===== config.mk =====
export PLATFORM = sky130hd
export DESIGN_NAME = falling_char_engine
export DESIGN_NICKNAME = d
export VERILOG_FILES = /design/src/rtl/falling_char_engine.sv
export SDC_FILE = /design/constraint.sdc
export NUM_CORES = 2
export LEC_CHECK = 0
export BUFFER_PORTS_ARGS = -buffer_cell sky130_fd_sc_hd__buf_2
export CAP_MARGIN = 5
export CORE_AREA = 2 2 293 295
export CTS_CLUSTER_DIAMETER = 120
export DETAILED_ROUTE_END_ITERATION = 7
export DIE_AREA = 0 0 295 297
export PLACE_DENSITY_LB_ADDON = 0.12
export SYNTH_ARGS = -nofsm -noshare
export SYNTH_HDL_FRONTEND = slang
export SYNTH_SLANG_ARGS = --single-unit

===== constraint.sdc =====
create_clock -name pclk -period 45.3 [get_ports pclk]
set_clock_uncertainty 0.15 [all_clocks]
set_input_delay 6.795 -clock pclk [delete_from_list [all_inputs] [get_ports pclk]]
set_output_delay 6.795 -clock pclk [all_outputs]
set_load 0.005 [all_outputs]

===== src/rtl/falling_char_engine.sv =====
// Falling-character game engine: a table of character slots that spawn, fall once per
// movement step and are killed by matching keystrokes, plus a two-stage glyph render pipe.
module falling_char_engine #(
  parameter int SLOTS     = 16,
  parameter int H_RES     = 640,
  parameter int V_RES     = 480,
  parameter int CHAR_W    = 9,
  parameter int CHAR_H    = 16,
  parameter int SPD_W     = 4,
  parameter int FRAME_DIV = 1
) (
  input  logic                       pclk,
  input  logic                       reset,
  input  logic                       spawn_valid,
  output logic                       spawn_ready,
  input  logic [7:0]                 spawn_char,
  input  logic [9:0]                 spawn_x,
  input  logic [SPD_W-1:0]           spawn_speed,
  input  logic                       key_valid,
  input  logic [7:0]                 key_char,
  input  logic [9:0]                 h_addr,
  input  logic [9:0]                 v_addr,
  output logic [11:0]                rom_addr,
  input  logic [11:0]                rom_data,
  output logic                       pix_on,
  output logic                       hit,
  output logic                       miss,
  output logic                       wrong,
  output logic [$clog2(SLOTS+1)-1:0] active_cnt,
  output logic [15:0]                hit_cnt,
  output logic [15:0]                miss_cnt
);

  localparam int          CNT_W   = $clog2(SLOTS+1);
  localparam logic [9:0]  X_MAX   = 10'(H_RES - CHAR_W);
  localparam logic [10:0] Y_MAX   = 11'(V_RES - CHAR_H);
  localparam logic [7:0]  DIV_TOP = 8'(FRAME_DIV - 1);

  logic [SLOTS-1:0] act;
  logic [7:0]       chr [SLOTS];
  logic [9:0]       xs  [SLOTS];
  logic [9:0]       ys  [SLOTS];
  logic [SPD_W-1:0] spd [SLOTS];
  logic [7:0]       fcnt;

  logic             frame_tick, step, spawn_fire, kill_any;
  logic             sp_found, k_found;
  logic [SLOTS-1:0] spawn_oh, kill_oh, exit_oh, act_nxt;
  logic [10:0]      ny [SLOTS];
  logic [CNT_W-1:0] cnt_nxt;
  logic [9:0]       sx;

  logic             r_found;
  logic [7:0]       r_chr;
  logic [3:0]       r_row, r_col;
  logic [9:0]       dh, dv;
  logic             sel, sel_d;
  logic [3:0]       col, col_d;

  assign frame_tick  = (h_addr == 10'd0) && (v_addr == 10'(V_RES));
  assign step        = frame_tick && (fcnt == DIV_TOP);
  assign spawn_ready = ~(&act) & ~step;
  assign spawn_fire  = spawn_valid & spawn_ready;
  assign kill_any    = |kill_oh;
  assign sx          = (spawn_x > X_MAX) ? X_MAX : spawn_x;

  always_comb begin
    spawn_oh = '0;
    kill_oh  = '0;
    sp_found = 1'b0;
    k_found  = 1'b0;
    for (int i = 0; i < SLOTS; i++) begin
      if (!act[i] && !sp_found) begin
        spawn_oh[i] = 1'b1;
        sp_found    = 1'b1;
      end
      if (key_valid && act[i] && (chr[i] == key_char) && !k_found) begin
        kill_oh[i] = 1'b1;
        k_found    = 1'b1;
      end
    end
  end

  // A slot killed on the step cycle is never also counted as leaving the screen.
  always_comb begin
    exit_oh = '0;
    for (int i = 0; i < SLOTS; i++) begin
      ny[i]      = {1'b0, ys[i]} + 11'(spd[i]);
      exit_oh[i] = step & act[i] & ~kill_oh[i] & (ny[i] > Y_MAX);
    end
  end

  always_comb begin
    act_nxt = (act & ~kill_oh & ~exit_oh) | (spawn_fire ? spawn_oh : '0);
    cnt_nxt = '0;
    for (int i = 0; i < SLOTS; i++) begin
      cnt_nxt = cnt_nxt + CNT_W'(act_nxt[i]);
    end
  end

  // Offsets are taken only when the scan is at or past the slot origin, so no wraparound.
  always_comb begin
    r_found = 1'b0;
    r_chr   = '0;
    r_row   = '0;
    r_col   = '0;
    dh      = '0;
    dv      = '0;
    for (int i = 0; i < SLOTS; i++) begin
      dh = h_addr - xs[i];
      dv = v_addr - ys[i];
      if (!r_found && act[i] && (h_addr >= xs[i]) && (dh < 10'(CHAR_W)) &&
          (v_addr >= ys[i]) && (dv < 10'(CHAR_H))) begin
        r_found = 1'b1;
        r_chr   = chr[i];
        r_row   = dv[3:0];
        r_col   = dh[3:0];
      end
    end
  end

  always_ff @(posedge pclk or posedge reset) begin
    if (reset) begin
      act        <= '0;
      fcnt       <= '0;
      hit        <= 1'b0;
      miss       <= 1'b0;
      wrong      <= 1'b0;
      hit_cnt    <= '0;
      miss_cnt   <= '0;
      active_cnt <= '0;
      rom_addr   <= '0;
      sel        <= 1'b0;
      col        <= '0;
      sel_d      <= 1'b0;
      col_d      <= '0;
      for (int i = 0; i < SLOTS; i++) begin
        chr[i] <= '0;
        xs[i]  <= '0;
        ys[i]  <= '0;
        spd[i] <= '0;
      end
    end else begin
      if (frame_tick) fcnt <= (fcnt == DIV_TOP) ? 8'd0 : fcnt + 8'd1;
      for (int i = 0; i < SLOTS; i++) begin
        if (spawn_fire && spawn_oh[i]) begin
          chr[i] <= spawn_char;
          xs[i]  <= sx;
          ys[i]  <= '0;
          spd[i] <= spawn_speed;
        end else if (step && act[i]) begin
          ys[i]  <= ny[i][9:0];
        end
      end
      act        <= act_nxt;
      active_cnt <= cnt_nxt;
      hit        <= kill_any;
      wrong      <= key_valid & ~kill_any;
      miss       <= |exit_oh;
      if (kill_any && (hit_cnt != 16'hFFFF)) hit_cnt <= hit_cnt + 16'd1;
      if ((|exit_oh) && (miss_cnt != 16'hFFFF)) miss_cnt <= miss_cnt + 16'd1;
      sel        <= r_found;
      rom_addr   <= r_found ? {r_chr, r_row} : 12'd0;
      col        <= r_found ? r_col : 4'd0;
      sel_d      <= sel;
      col_d      <= col;
    end
  end

  // rom_data lines up with sel_d/col_d: it arrives one cycle after rom_addr.
  assign pix_on = sel_d & rom_data[col_d];

endmodule


==> impl_metrics.tcl <==
set metrics [dict create \
    maxCapViolCount 0 \
    arrival_ps 9790 \
    post_cts_resized 0 \
    clock_latency_ps 660 \
    hold_ws_ps 198 \
    cts_hold_buf 0 \
    core_um2 84500 \
    setup_violations 0 \
    htreeDepth 3 \
    wire_per_inst_um 23.0 \
    grt_max_degree 170 \
    die_x_um 295 \
    hpwl_um 118000 \
    worst_slew_pin_slew_ps 1280 \
    ys_warn_count 0 \
    syn-cell-area_um2 47800 \
    slowest_stage "nor3_2" \
    synth_seq_cells 598 \
    power_per_cell_area_nw_per_um2 49.8 \
    synth.avg_cell_area_um2 8.06 \
    clock.fmax_mhz 59.7 \
    antenna_left 0 \
    start_util_pct 56.6 \
    clock-root-buffer "clkbuf_16" \
    area_growth_pct 9.43 \
    ys_seq_area_share_pct 31.3 \
    post_synth_num_cell_types 97 \
    cp.required_ps 38360 \
    fin_area_um2 52300 \
    max_stage_delay_ps 940 \
    drt_iter0_drc 4234 \
    synth-edff-count 0 \
    cts_max_path_buffers 3 \
    max_slew_margin_pct 14.7 \
    grt_pass1_vias 41600 \
    antenna_found_initial 12 \
    place_area_um2 49700 \
    die_area_um2 87600 \
    ys_async_sr_fraction_pct 100 \
    grt_pass1_wl_um 251000 \
    slew_violations 0 \
    vias 44800 \
    vdd_ir_drop_max_mv 0.0413 \
    dieHeight_um 297 \
    via_per_inst 6.23 \
    io_pins 120 \
    fin_crit_ps 16740 \
    path_class "in2out" \
    syn-num-nets 6453 \
    path_common_cell "buf_2" \
    crit_path_cell_trace "buf_2, and4b_1, nand3_1, nor3_2, buf_4, a31oi_1, buf_2" \
    cts.sinks 598 \
    clkTransAtPathRegs_ps 60 \
    rsz0062_at_grt "false" \
    startpoint_type "input port" \
    cts_tree "done" \
    cellLeakagePower_nw 23.6 \
    drive_gt1_share_pct 7.25 \
    drc 0 \
    syn_inst 5936 \
    fin_tns_setup_ps 0 \
    io_buffers 119 \
    detail_route.first_pass.iterations 7 \
    wl_um 166000 \
    worstPathMaxFanout 17 \
    hp-class "reg2reg" \
    cts_inserted_buffers 75 \
    globalplace.congestion 1.00 \
    synth_ff_type "dfrtp_1" \
    outcome "completed" \
    fin_crit_sh_pct 37.0 \
    rows 107 \
    finalPower_mw 2.61 \
    worst_setup_path_end_kind "output port" \
    cts_setup_buffers 0 \
    final-hold-violation-count 0 \
    globalRouteOverflowTotal 0 \
    fin_nets 6503 \
    track_usage_pct 37.4 \
]
critical path, delay by kind of cell:
family                 cells  cell delay [ps]
AOI/OAI and AO/OA          1              150
buffers and inverters      3             1420
and+or+nand+nor            3             1350
power by group:
part / switching (mW) / total, mW / internal (mW)
logic: 0.702 / 1.17 / 0.464
registers: 0.115 / 0.790 / 0.676
clock network: 0.259 / 0.649 / 0.389
total: 1.08 / 2.61 / 1.53
final cells by class:
type | instances | area (µm²)
Antenna cell | 7 | 17.5
Inverter | 566 | 2130
Multi-Input combinational cell | 4551 | 30000
Clock inverter | 40 | 519
Clock buffer | 96 | 2090
Tap cell | 1144 | 1430
Sequential cell | 598 | 15000
Fill cell | 7572 | 32100
Timing Repair Buffer | 194 | 1180
flip-flops by register name (all words and copies together), names as in the netlist:
name,count
chr,128
act,16
fcnt,8
active_cnt,5
hit,1
wrong,1
miss_cnt,16
rom_addr,12
xs,160
sel_d,1
ys,160
spd,64
col_d,4
col,4
sel,1
miss,1
hit_cnt,16
worst paths after layout:
check,end,slack (ps),start,cells after the start
max,spawn_ready,28560,v_addr[5],7
min,sel_d,200,sel,0
max reg2reg,active_cnt[4],36690,act[1],18
min reg2reg,sel_d,200,sel,0
max in group asynchronous,miss_cnt[3],36680,reset,4
min in group asynchronous,ys[141],6110,reset,2
cells by family (layout without fill, tap and decap cells):
group / count (synthesis) / count (layout) / synth area share [%]
and+or+nand+nor: 2251 / 2251 / 22.2
AOI/OAI and AO/OA: 1394 / 1394 / 18.8
buffers and inverters: 787 / 896 / 6.26
DFF: 598 / 598 / 31.3
adders and majority gates: 452 / 452 / 12.7
xor gates and xnor gates: 360 / 360 / 6.59
muxes: 94 / 94 / 2.12
other: 0 / 7 / 0
synthesized netlist by cell type (all sizes together), types with 28 or more instances:
master  count  share of area (%)
inv       565                4.4
mux2i      63                1.3
o21ai     445                4.7
ha        393                 10
xnor2     257                4.7
nand3     184                2.0
and3       34               0.44
mux2       28               0.66
nor3      136                1.4
nand2     953                7.5
o211ai     40               0.63
nor3b      30               0.47
dfrtp     598                 31
o31ai      32               0.50
clkbuf    182                1.4
o22ai      40               0.52
nor4       59               0.78
a31oi      60               0.78
nor2      406                3.2
a22oi      33               0.52
nand4      86                1.1
a21oi     259                2.7
nand2b     79                1.0
o21a       53               0.83
a21o       70                1.1
fa         58                2.4
o221ai     30               0.56
xor2      103                1.9
nor2b      74               0.97
or3        43               0.57
buf        39               0.38
a211oi     61               0.96
per-layer routing:
layer  wire length [µm]  GRT usage [%]  vias up
li1                   -              -    21000
met2              71600           56.7     2048
met3              16600           7.76      442
met5                 72              0        -
met1              69200           52.0    21400
met4               8090           15.7       12
per-stage QoR:
step,setup slack [ps],util [%],cells
3_3_place_gp,28790,58.9,7053
4_1_cts,28760,61.9,7189
3_5_place_dp,28750,58.9,7053
6_report,28560,62.0,7196
2_1_floorplan,21620,-,5936
5_1_grt,28570,62.0,7191
placed cells by master, fill, tap and decap left out, drive strengths merged, types with 59 or more instances in the layout:
cell	instances
nand2	953
dfrtp	598
inv	573
o21ai	445
nor2	406
ha	393
a21oi	259
xnor2	257
buf	194
nand3	184
nor3	136
xor2	103
clkbuf	96
nand4	86
nand2b	79
nor2b	74
a21o	70
mux2i	63
a211oi	61
a31oi	60
nor4	59
(Power assumes the default switching activity.)
